$ cat src/rtl/pwm_fade_scheduler.sv
// pwm_fade_scheduler: PWM config register bank plus a duty-cycle ramp engine.
// Define PWM_FADE_IRQ_EN to add the sticky irq output cleared by control bit3.
module pwm_fade_scheduler #(
  parameter int TICK_DIV = 256,
  parameter int TICK_W = 16
) (
  input  logic       clk,
  input  logic       rst_n,
  input  logic       wr_valid,
  input  logic [6:0] wr_addr,
  input  logic [7:0] wr_data,
  output logic [7:0] en_reg_out_7_0,
  output logic [7:0] en_reg_out_15_8,
  output logic [7:0] en_reg_pwm_7_0,
  output logic [7:0] en_reg_pwm_15_8,
  output logic [7:0] pwm_duty_cycle,
  output logic       ramp_busy,
  output logic       ramp_done
`ifdef PWM_FADE_IRQ_EN
  ,
  output logic       irq
`endif
);
  typedef enum logic [1:0] {IDLE, WAIT, STEP} state_t;
  localparam logic [TICK_W-1:0] DIV = TICK_W'(TICK_DIV);
  state_t state;
  logic [7:0] target, step, period, origin, step_eff, nxt;
  logic [8:0] sum, dif;
  logic [TICK_W-1:0] cnt, limit;
  logic loop, ctrl, start, stop, duty_wr;
  assign ctrl = wr_valid && wr_addr == 7'h08;
  assign start = ctrl && wr_data[0];
  assign stop = ctrl && wr_data[2];
  assign duty_wr = wr_valid && wr_addr == 7'h04;
  always_comb begin
    step_eff = step == 8'd0 ? 8'd1 : step;
    sum = {1'b0, pwm_duty_cycle} + {1'b0, step_eff};
    dif = {1'b0, pwm_duty_cycle} - {1'b0, step_eff};
    nxt = target > pwm_duty_cycle ? (sum > {1'b0, target} ? target : sum[7:0])
                                   : (dif[8] || dif[7:0] < target ? target : dif[7:0]);
    limit = (TICK_W'(period) + TICK_W'(1)) * DIV - TICK_W'(1);
  end
  always_ff @(posedge clk) begin
    if (!rst_n) begin
      state <= IDLE;
      en_reg_out_7_0 <= '0;
      en_reg_out_15_8 <= '0;
      en_reg_pwm_7_0 <= '0;
      en_reg_pwm_15_8 <= '0;
      pwm_duty_cycle <= '0;
      ramp_busy <= 1'b0;
      ramp_done <= 1'b0;
      target <= '0;
      step <= '0;
      period <= '0;
      origin <= '0;
      cnt <= '0;
      loop <= 1'b0;
    end else begin
      ramp_done <= 1'b0;
      if (duty_wr) begin
        pwm_duty_cycle <= wr_data;
        state <= IDLE;
        ramp_busy <= 1'b0;
      end else if (stop) begin
        state <= IDLE;
        ramp_busy <= 1'b0;
      end else if (start && state == IDLE && target == pwm_duty_cycle) begin
        ramp_done <= 1'b1;
      end else if (start) begin
        origin <= pwm_duty_cycle;
        loop <= wr_data[1];
        cnt <= '0;
        state <= WAIT;
        ramp_busy <= 1'b1;
      end else if (state == WAIT) begin
        if (cnt >= limit) state <= STEP;
        else cnt <= cnt + TICK_W'(1);
      end else if (state == STEP) begin
        pwm_duty_cycle <= nxt;
        ramp_done <= nxt == target;
        if (nxt == target && !loop) begin
          state <= IDLE;
          ramp_busy <= 1'b0;
        end else begin
          // the STEP cycle itself counts toward the next tick interval
          cnt <= TICK_W'(1);
          state <= WAIT;
          if (nxt == target) begin
            target <= origin;
            origin <= target;
          end
        end
      end
      if (wr_valid) begin
        case (wr_addr)
          7'h00: en_reg_out_7_0 <= wr_data;
          7'h01: en_reg_out_15_8 <= wr_data;
          7'h02: en_reg_pwm_7_0 <= wr_data;
          7'h03: en_reg_pwm_15_8 <= wr_data;
          7'h05: target <= wr_data;
          7'h06: step <= wr_data;
          7'h07: period <= wr_data;
          default: ;
        endcase
      end
    end
  end
`ifdef PWM_FADE_IRQ_EN
  always_ff @(posedge clk) begin
    if (!rst_n) irq <= 1'b0;
    else irq <= ramp_done || (irq && !(ctrl && wr_data[3]));
  end
`endif
endmodule

$ cat config.mk
export PLATFORM = sky130hd
export DESIGN_NAME = pwm_fade_scheduler
export DESIGN_NICKNAME = d
export VERILOG_FILES = /design/src/rtl/pwm_fade_scheduler.sv
export SDC_FILE = /design/constraint.sdc
export NUM_CORES = 1
export LEC_CHECK = 0
export ABC_AREA = 1
export CAP_MARGIN = 20
export CELL_PAD_IN_SITES_DETAIL_PLACEMENT = 1
export CELL_PAD_IN_SITES_GLOBAL_PLACEMENT = 2
export CORE_MARGIN = 5
export CORE_UTILIZATION = 35
export DETAILED_ROUTE_END_ITERATION = 10
export HOLD_SLACK_MARGIN = 0.05
export PLACE_DENSITY_LB_ADDON = 0.12
export SLEW_MARGIN = 20
export SYNTH_ARGS = -nofsm -noshare
export SYNTH_HDL_FRONTEND = slang
export SYNTH_SLANG_ARGS = --single-unit
$ cat constraint.sdc
create_clock -name clk -period 7.2 [get_ports clk]
set_input_delay 2.16 -clock clk [delete_from_list [all_inputs] [get_ports clk]]
set_output_delay 2.16 -clock clk [all_outputs]
set_load 0.01 [all_outputs]
Yosys cells after proc, flatten, opt, wreduce, memory -nomap -nowiden
Index checks and enable logic that the tools add are counted.
- bits in latches: 0
- ROM bits: 0
- memories kept: 0
- bits in registers: 93
- RAM bits: 0
- input port bits: 18
- word-level logic and storage cells: 121
- output and inout port bits: 42
- equal/unequal tests: 21
- $add $sub $neg: 5
- shifts and indexed selects: 0
- magnitude comparators: 4
- bitwise logic cells: 4
- div/mod/pow operators: 0
- reduce and logical (&&, ||, !) cells: 30
- mux-type cells: 43
- $mul: 0
- operators by type and width (operator ; count):
    8-bit 2-to-1 mux ; 25
    16-bit 2-to-1 mux ; 5
    7-bit by 3-bit equality test with 1-bit output, second input constant ; 4
    16-bit by 1-bit adder with 16-bit output, second input constant ; 1
    8-bit equality test ; 2
    16-bit greater-or-equal comparator ; 1
    16-bit by 1-bit subtractor with 16-bit output, second input constant ; 1
    7-bit by 2-bit equality test with 1-bit output, second input constant ; 2
    2-bit AND reduction ; 6
    8-bit by 8-bit adder with 9-bit output ; 1
    9-bit by 8-bit > comparator with 1-bit output ; 1
    1-bit 2-to-1 mux ; 9
    8-bit by 8-bit subtractor with 9-bit output ; 1
    8-bit by 1-bit adder with 8-bit output, second input constant ; 1
    8-bit > comparator ; 1
    8-bit logical NOT ; 1
    8-bit < comparator ; 1
    2-bit 2-to-1 mux ; 4
    2-bit inequality test, second input constant ; 4
    4-bit AND reduction ; 2
    2-bit nonzero test ; 4
    7-bit by 1-bit equality test with 1-bit output, second input constant ; 1
    7-bit by 4-bit equality test with 1-bit output, second input constant ; 1
    1-bit logical AND ; 7
    16 further kinds ; 21

Longest topological paths before layout
- depth after elaboration: 18
- depth in mapped cells: 31
- mapped depth without buffers: 31

Worst setup path before layout
Ideal clock, no wire load.
- path kind: input-to-reg
- from: in wr_addr[5]
- to: reg cnt[6]
- buffers on the path: 1
- stages on the path: 15
- arrival time: 3.944 ns
- setup slack: 3.128 ns
- data required time: 7.072 ns
- setup time: 0.128 ns
- cell sequence: nor3_2 > inv_1 > nor3b_1 > inv_1 > nor3_2 > nand2_1 > nor2_1 > inv_1 > nand2_1 > nor2_1 > nor2_1 > clkbuf_1 > nand4_1 > nand2_1 > nor2_1
- word-level cells in the longest chain between the ends: 7
- elaborated cells between the ends (all ways): 16
- classes of those cells: 4 x eq/ne; 1 x mux; 3 x bitwise; 8 x reduce/logical
- ends and longest elaborated chain (what ; RTL line ; RTL):
    start: declaration ; 10 ; input logic [6:0] wr_addr,
    7-bit by 4-bit equality test with 1-bit output ; 31 ; assign ctrl = wr_valid && wr_addr == 7'h08;
    1-bit logical AND ; 31 ;
    1-bit logical AND ; 32 ; assign start = ctrl && wr_data[0];
    1-bit logical AND (2 in series) ; 68 ; end else if (start && state == IDLE && target == pwm_duty_cycle) begin
    1-bit inverter (no source line) ; -- ;
    6-bit AND reduction (no source line) ; -- ;
    end signal: assignment ; 78 ; else cnt <= cnt + TICK_W'(1);
    end: declaration ; 29 ; logic [TICK_W-1:0] cnt, limit;
Several ways; a longest one is shown, not always the timed one.
A chain may end at the register's enable or synchronous reset.

Worst setup path in the final report
- from: in wr_addr[1]
- to: reg cnt[10]
The elaborated chain is that of the path after synthesis.

==> run_results.csv <==
group,metric,value,unit
layout,finalNetCount,1158,
sta,slew_violations,0,
layout,multi_input_area,0.004154,mm2
clock_network,cts_max_level,3,
clock_network,cts_buffers,9,
synthesis,synthCells,1053,
synthesis,syn_area,0.006724,mm2
clock_network,cts_root_buf,"clkbuf_16",
clock_network,post_cts_resized,0,
synthesis,syn_nets,1124,
worst_setup_path,crit_fanout,20,
layout,drive_gt1_frac,0.04670,
layout,ff_latch_area,0.001862,mm2
floorplanning,start_util,0.3571,
drt,avgRoutedWirePerCell,16.21,um
synthesis,synth_top_area_frac,0.2769,
sta,worstMarginPinSlew,0.8028,ns
global_routing,grt_pass1_wl,36.43,mm
place,dp_hpwl,16.87,mm
layout,area.growth.synth_to_final,15.54,%
sta,relSlewSlack,0.4628,
worst_setup_path,critical_path_required,7.45,ns
global_routing,grt_pass1_vias,6833,
layout,num_antenna_cells,0,
layout,fillers,2517,
floorplanning,boundaryPins,60,
worst_setup_path,cp-end-kind,"flip-flop",
worst_setup_path,critical_path_class,"primary input to flip-flop",
clock_network,cts_tree,"yes",
flow_run,drv_cap,0,
sta,fmax,171.4,MHz
floorplanning,core,0.01883,mm2
synthesis,synth_edf_count,0,
sta,fin_setup_tns,0,ns
worst_setup_path,crit_path_start_kind,"primary input",
floorplanning,dieArea,0.02208,mm2
drt,first_iter_violations,395,
clock_network,post_cts_buffers,0,
sta,fin_crit,5.836,ns
worst_setup_path,ff2ff_setup_slack,1.41,ns
place,gp_congestion,0.8197,
drt,routed_via_density,4.993,
clock_network,ctsHoldBuffers,0,
drt,routed_wl,21.92,mm
synthesis,synth-seq-cells,93,
drt,vias,6750,
sta,finClkSkew,0.01459,ns
global_routing,grt_max_degree,61,
synthesis,yosysWarnings,0,
drt,route.detailed.drc,0,
floorplanning,rows,50,
synthesis,ys_top_cells_by_area,"dfxtp_1, nand2_1, ha_1",
synthesis,synth.distinct_cells,42,
global_routing,gr-total-overflow,0,
drt,drtAntennaViolNets,0,
clock_network,worstSkewPairLatency,0.36,ns
sta,fin_crit_sh,0.8105,
clock_network,cts_buffer_depth,2,
worst_setup_path,cp_data_arrival_time,6.08,ns
synthesis,asyncSetResetFlopFracSynth,0,
sta,finalHoldViolations,0,
sta,setup_violations,0,
status,status,"finished, final reports clean",
global_routing,track_usage,0.2041,
synthesis,synth_area_per_cell,6.386,um2
place,port_buffers,59,
synthesis,ys_seq_area_frac,0.2769,
min_path,hp-class,"flip-flop to flip-flop",
synthesis,synth-main-ff-cell,"dfxtp_1",
sta,rsz0062_at_grt,"no",
global_routing,antenna_found_initial,0,
clock_network,clk_pin_slew,0.07,ns
synthesis,synth_top_area_cell,"dfxtp_1",
drt,drt_first_pass_iters,4,
floorplanning,die_h,148.6,um
clock_network,cts.sink_count,93,
floorplanning,die_x,148.6,um
-- per-stage QoR --
step                utilization  instance area [um2]  hold WS (ns)  setup WS (ns)  std cells
detailed placement       0.3961                 7458        0.4819          1.002       1336
floorplan                     -                 6724        0.4608          3.128       1053
finish                   0.4126                 7769        0.4899          1.364       1352
global placement         0.3961                 7458        0.4813          1.137       1336
CTS                      0.4126                 7769        0.4936          1.345       1352
global route             0.4126                 7769        0.5212         0.7809       1352
-- per-layer routing --
layer  GRT usage  up-vias  wire, um
li1            -     3499         -
met1      0.2878     3171     11040
met2      0.3344       69     10030
met3     0.02895       11       663
met4     0.03880        0       183
met5           0        -         0
-- synthesized netlist by cell type, types with 5 or more instances --
cell,number
a31oi_1,8
nor2_2,5
ha_1,51
xnor2_1,5
nor2_1,108
nand2_2,8
xor2_1,15
nand2_1,257
a21oi_1,67
o21ai_0,75
buf_2,6
nand3b_1,5
nand3_1,106
inv_1,132
dfxtp_1,93
clkbuf_1,24
nor3_1,12
nand4_1,32
-- worst max-delay path: stages --
cell and delay [ns]:
clkdlybuf4s50_1 0.47, nor2_1 0.12, inv_1 0.10, nor3_1 0.21, nand3_1 0.12, nor2_2 0.51
inv_1 0.20, nand2_1 0.21, inv_1 0.23, nor2_1 0.20, a21oi_1 0.08, nand2_1 0.36
nand3_1 0.68, a21oi_1 0.36, nor2_1 0.07
-- state kept, by name (all words and copies together) (netlist names) --
name	cells
cnt	16
en_reg_out_15_8	8
en_reg_out_7_0	8
en_reg_pwm_15_8	8
en_reg_pwm_7_0	8
loop	1
origin	8
period	8
pwm_duty_cycle	8
ramp_busy	1
ramp_done	1
state	2
step	8
target	8
-- layout make-up --
cell class                      count  area share
Inverter                          137     0.06652
Sequential cell                    93      0.2397
Multi-Input combinational cell    785      0.5347
Tap cell                          260     0.04187
Clock inverter                      7     0.01095
Timing Repair Buffer               61     0.07731
Clock buffer                        9     0.02899
-- path summary, 6_finish.rpt --
kind                                   to  startpoint  depth (start not counted)
worst max-delay path              cnt[10]  wr_addr[1]                         15
worst min-delay path            ramp_busy   ramp_busy                          2
worst max register to register    cnt[11]     step[1]                         28
worst min register to register  ramp_busy   ramp_busy                          2
-- placed cells by master (no fill, tap or decap), types with 4 or more instances in the layout --
cell type	n
a21oi_1	67
a31oi_1	8
clkbuf_16	9
clkdlybuf4s50_1	58
dfxtp_1	93
ha_1	51
inv_1	132
inv_2	4
inv_6	4
nand2_1	257
nand2_2	8
nand3_1	106
nand3b_1	5
nand4_1	32
nor2_1	108
nor2_2	5
nor3_1	12
o21ai_0	75
xnor2_1	5
xor2_1	15
-- cell families after synthesis --
group / Yosys count / share of synthesized area
and+or+nand+nor: 549 / 0.3599
adders and majority gates: 53 / 0.1009
DFF: 93 / 0.2769
buffers and inverters: 175 / 0.1053
xor gates and xnor gates: 20 / 0.02605
AOI/OAI and AO/OA: 163 / 0.1310
Power is not shown: default switching activity piles up to over one toggle a cycle in this logic, so the estimate is an artifact.
